==> config.mk <==
export PLATFORM = sky130hd
export DESIGN_NAME = instr_fetch_queue
export DESIGN_NICKNAME = d
export VERILOG_FILES = /design/src/rtl/instr_fetch_queue.sv
export SDC_FILE = /design/constraint.sdc
export NUM_CORES = 1
export LEC_CHECK = 0
export ABC_AREA = 1
export BUFFER_PORTS_ARGS = -buffer_cell sky130_fd_sc_hd__buf_4
export CORE_MARGIN = 2
export CORE_UTILIZATION = 45
export DETAILED_ROUTE_END_ITERATION = 8
export PLACE_DENSITY = 0.75
export SETUP_SLACK_MARGIN = 0.2
export SLEW_MARGIN = 20
export SYNTH_ARGS = -nofsm -noshare
export SYNTH_HDL_FRONTEND = slang
export SYNTH_SLANG_ARGS = --single-unit
==> constraint.sdc <==
create_clock -name clk -period 15.83 [get_ports clk]
set_clock_uncertainty 0.15 [all_clocks]
set_input_delay 1.583 -clock clk [delete_from_list [all_inputs] [get_ports clk]]
set_output_delay 1.583 -clock clk [all_outputs]
set_load 0.05 [all_outputs]
==> src/rtl/instr_fetch_queue.sv <==
// instr_fetch_queue
//   Circular FIFO between fetch and decode. Each entry holds a PC and its
//   instruction word. A taken branch (flush_F) discards all queued entries.
//
// Ports
//   clk          sole clock, rising edge
//   reset        asynchronous, active-low reset
//   imem_addr_F  PC offered by fetch
//   imem_data_F  instruction word at imem_addr_F
//   valid_F      fetch offers an entry this cycle
//   ready_F      queue can accept an entry (not full)
//   flush_F      discard all entries; beats push and pop
//   pc_D         PC of head entry (zero when empty)
//   instr_D      instruction of head entry (zero when empty)
//   valid_D      head entry present
//   ready_D      decode consumes the head entry
//   count        number of stored entries, 0..DEPTH
module instr_fetch_queue #(
  parameter int DEPTH = 4
) (
  input  logic                       clk,
  input  logic                       reset,
  input  logic [63:0]                imem_addr_F,
  input  logic [31:0]                imem_data_F,
  input  logic                       valid_F,
  output logic                       ready_F,
  input  logic                       flush_F,
  output logic [63:0]                pc_D,
  output logic [31:0]                instr_D,
  output logic                       valid_D,
  input  logic                       ready_D,
  output logic [$clog2(DEPTH):0]     count
);

  localparam int AW = $clog2(DEPTH);
  localparam int CW = AW + 1;

  logic [63:0]   pc_mem    [DEPTH];
  logic [31:0]   instr_mem [DEPTH];
  logic [AW-1:0] wr_ptr;
  logic [AW-1:0] rd_ptr;
  logic [CW-1:0] count_q;
  logic          push;
  logic          pop;

  // Status depends only on stored occupancy, so ready_F never sees
  // ready_D or valid_F combinationally.
  assign ready_F = (count_q != CW'(DEPTH));
  assign valid_D = (count_q != '0);
  assign count   = count_q;

  assign push = valid_F && ready_F && !flush_F;
  assign pop  = valid_D && ready_D && !flush_F;

  assign pc_D    = valid_D ? pc_mem[rd_ptr]    : '0;
  assign instr_D = valid_D ? instr_mem[rd_ptr] : '0;

  // Pointers wrap naturally since DEPTH is a power of two.
  always_ff @(posedge clk or negedge reset) begin
    if (!reset) begin
      wr_ptr  <= '0;
      rd_ptr  <= '0;
      count_q <= '0;
    end else if (flush_F) begin
      wr_ptr  <= '0;
      rd_ptr  <= '0;
      count_q <= '0;
    end else begin
      if (push) wr_ptr <= wr_ptr + AW'(1);
      if (pop)  rd_ptr <= rd_ptr + AW'(1);
      if (push && !pop)      count_q <= count_q + CW'(1);
      else if (pop && !push) count_q <= count_q - CW'(1);
    end
  end

  // Storage is not reset or flushed; the pointers alone define contents.
  always_ff @(posedge clk) begin
    if (push) begin
      pc_mem[wr_ptr]    <= imem_addr_F;
      instr_mem[wr_ptr] <= imem_data_F;
    end
  end

endmodule
* After elaboration in Yosys (flattened, before gate mapping) *
Memory sizes are Yosys's and may differ from the RTL's.
Index checks and enable logic that the tools add are counted.

word-level totals
  memories = 2
  RAM bits = 384
  output and inout bits = 101
  bits of input ports = 101
  word-level logic and storage cells = 34
  bits in latches = 0
  ROM bits = 0
  flip-flop bits (word level) = 7

memories
  memory     words  bits a word  rd ports  clocked after memory_dff  write ports  RTL line  source
  pc_mem     4      64           1         0                         1            38        logic [63:0] pc_mem [DEPTH];
  instr_mem  4      32           1         0                         1            39        logic [31:0] instr_mem [DEPTH];

cells by class
  multipliers = 0
  shifts and indexed selects = 0
  bitwise operators = 0
  equality and inequality tests = 1
  reductions and logical operators = 13
  muxes and demuxes = 11
  add/sub/neg operators = 4
  $lt $le $gt $ge = 0
  div/mod/pow operators = 0

operators by type and width
  kind                                               count
  2-to-1 mux 64 bit                                  1
  2-to-1 mux 32 bit                                  1
  2-to-1 mux 3 bit                                   3
  2-to-1 mux 2 bit                                   4
  logical AND 1 bit                                  6
  nonzero test 3 bit                                 2
  adder 2 x 1 -> 2 bit (second input constant)       2
  nonzero test 2 bit                                 2
  adder 3 x 1 -> 3 bit (second input constant)       1
  logical NOT 1 bit                                  3
  != test 3 bit (second input constant)              1
  subtractor 3 x 1 -> 3 bit (second input constant)  1
  2-to-1 mux 1 bit                                   2

* Longest topological paths before layout *
  depth in word-level cells = 8
  mapped depth = 11
  depth with buffers taken out = 11

* Worst setup path after synthesis *
OpenSTA, ideal clock, no wires.

  path type = input-to-reg
  start = input valid_F
  end = memory instr_mem[0][0], enable pin
  slack = 9.181 ns
  data arrival time = 5.947 ns
  buffers on the path = 0
  stages = 4
  data required time = 15.129 ns
  library setup time = 0.551 ns
  path through = nand2_2 nor2_1 inv_1 nor2_1

on the way
  cells in the longest elaborated chain, start to end = 4

RTL lines
  element                                 RTL line  source
  start, declared                         25        input logic valid_F,
  logical AND 1 bit (2 in a row)          52        assign push = valid_F && ready_F && !flush_F;
  2-to-1 mux 1 bit                        78        if (push) begin
  2-to-1 mux 1 bit (implied by the code)  80        instr_mem[wr_ptr] <= imem_data_F;
  end, declared                           39

No other way between the ends.

* Worst setup path in the final report *
  start = register rd_ptr[0]
  end = output instr_D[25]

on the way
  cells in the longest elaborated chain, start to end = 2

RTL lines
  element                 RTL line  source
  start, declared         41        logic [AW-1:0] rd_ptr;
  start signal, assigned  70        if (pop) rd_ptr <= rd_ptr + AW'(1);
  memory (4 x 32 bit)     n/a
  2-to-1 mux 32 bit       56        assign instr_D = valid_D ? instr_mem[rd_ptr] : '0;
  end, declared           29        output logic [31:0] instr_D,

No other way between the ends.

==> out/results.ini <==
[critical_path]
cp_max_fo=101
arrival_ns=3.50
r2r_slack_ns=13.23
cp.required_ns=14.10
cp-start-kind=flop
end_kind=primary output
worstSetupPathType=reg -> out

[floorplan]
ioPinCount=202
start_util_pct=45.76
die_area_um2=35590
die_w_um=188.7
die_y_um=188.7
core_um2=33530
rows=67

[yosys]
ys.warnings.count=0
syn_nets=1304
synth_area_um2=15340
synth-seq-cells=391
synth_cells=1198
yosysUniqueCellTypes=25
yosysSeqAreaShare_pct=76.29
syn_area_per_cell_um2=12.81

[grt]
grt-busiest-layer=met2
grtUsageMet3_pct=3.669
grt_overflow_total=0
antenna_found_initial=1
grt_usage_pct=18.62
grt_max_degree=102
grt_pass1_vias=9591
grtUsageMet1_pct=25.23
grt_pass1_wl_um=51950
use_met2_pct=31.02

[outcome]
status=finished clean

[route]
routed_wl_um=33510
drtIter0Drc=740
drc_errors=0
drtAntennaViolNets=0
wl_per_cell_um=18.00
dr.pass1.iters=5
via_per_inst=5.192
vias=9663

[layout]
fin_area_um2=18410
layout.nets=1487
nFillCells=2734
regArea_um2=11710
drive_above_1_share_pct=20.47
syn_to_final_growth_pct=19.98
multi_input_area_um2=3183

[cts]
cts_sinks=391
hold_buffers=0
max-clock-path-buffers=3
worst_skew_pair.late_latency_ns=0.52
cts_htree_levels=2
cts_resized=0
cts_root_buf=clkbuf_16
clk_pin_slew_ns=0.06
postCtsSetupBuffers=0
cts_made_buffers=40
cts_tree=built

[power_and_ir_drop]
max-vdd-ir-drop_mv=0.1770
p_per_area_nw_per_um2=198.2
power.leakage_uw=0.006577

[sta]
min_period_ns=5.234
setup_tns_ns=0
hold_viol_final=0
rsz0062_at_grt=no
max_freq_mhz=191.1
setup_violations=0
tightest_slew_ns=1.054
slew_violations=0
relSlewSlack_pct=29.74
period_share_pct=33.06

[worst_hold_path]
hold_class=reg -> reg

[placed_design]
gp_congestion=0.7478
post_dp_cell_area_um2=17140
portBuffers=201
dp_hpwl_um=18300

[run]
cap_violations=0

-- synthesized netlist by cell type --
cell type / instances / share of area [%]
nor2_1: 389 / 9.5
edfxtp_1: 384 / 75
o21ai_0: 103 / 3.4
a21oi_1: 100 / 3.3
o21ai_1: 92 / 3.0
buf_4: 20 / 0.98
buf_2: 17 / 0.55
clkbuf_2: 16 / 0.52
nand2_1: 15 / 0.37
clkbuf_1: 14 / 0.34
inv_1: 13 / 0.32
dfrtp_1: 7 / 1.1
inv_2: 5 / 0.12
buf_1: 4 / 0.098
ha_1: 4 / 0.33
buf_6: 3 / 0.22
nand3_1: 3 / 0.098
nand2_4: 2 / 0.15
a21oi_2: 1 / 0.057
fa_1: 1 / 0.13
nand2_2: 1 / 0.041
nand3_2: 1 / 0.065
nand3b_1: 1 / 0.049
nor2_4: 1 / 0.073
xor2_1: 1 / 0.057
-- cells in the final DEF, fill, tap and decap left out, drive strengths merged, types with 3 or more instances in the layout --
master,count
clkinv,22
dfrtp,7
buf,215
edfxtp,384
inv,18
bufinv,3
nor2,390
a21oi,101
ha,4
o21ai,195
nand3,4
nand2,18
clkbuf,47
-- path summary, 6_finish.rpt --
path                       cells after the start      start     endpoint
hold reg to reg                                2   count[1]     count[1]
hold / removal                                 2   count[1]     count[1]
setup reg to reg                               4  rd_ptr[1]    rd_ptr[1]
min in group asynchronous                      1      reset     count[0]
setup / recovery                               5  rd_ptr[0]  instr_D[25]
max in group asynchronous                      1      reset    rd_ptr[1]
-- stage by stage --
step                setup slack, ns  power (uW)  util (%)  hold WS, ns  std cells
finish                        10.60        3649     54.90       0.4837       1861
global placement              11.10        2769     51.13       0.4571       1787
CTS                           10.52        3682     54.89       0.4933       1860
floorplan                     9.181        2345         -       0.4294       1198
global route                  10.34        3805     54.89       0.5221       1860
detailed placement            11.09        2780     51.13       0.4722       1787
-- critical path, stage by stage (launching register included) --
cell	delay, ns
dfrtp_4	0.60
inv_4	0.72
buf_4	0.84
o21ai_0	0.22
a21oi_1	0.28
buf_4	0.26
-- power by group --
| group | switching [uW] | leakage (uW) | total, uW | internal, uW |
|---|---|---|---|---|
| clock | 373 | 0.000619 | 898 | 525 |
| sequential | 31.2 | 0.00358 | 1240 | 1210 |
| combinational | 1140 | 0.00238 | 1510 | 377 |
-- registers in the layout (all words and copies together), names as in the netlist --
signal,flops
rd_ptr,2
wr_ptr,2
instr_mem,128
pc_mem,256
count,3
-- routing by layer --
layer	up-vias	wire, um	share of wire (%)
li1	4606	-	-
met1	4678	14070	42
met2	335	16470	49
met3	44	2399	7.2
met4	0	563	1.7
met5	-	0	0
-- layout make-up --
type | instances | share of cell area [%]
clock inverters | 26 | 1.162
well taps | 448 | 3.045
inverters | 18 | 0.3942
clock buffers | 47 | 5.696
repair buffers | 215 | 8.768
diodes | 1 | 0.01359
multi-input cells | 715 | 17.29
flip-flops and latches | 391 | 63.63
-- logic make-up after synthesis --
family	synth area share (%)
and+or+nand+nor	10.36
adders and majority gates	0.4567
buffers and inverters	3.156
DFF	76.29
AOI/OAI and AO/OA	9.679
xor gates and xnor gates	0.05709
No activity file was read; power rests on OpenSTA's default activity.
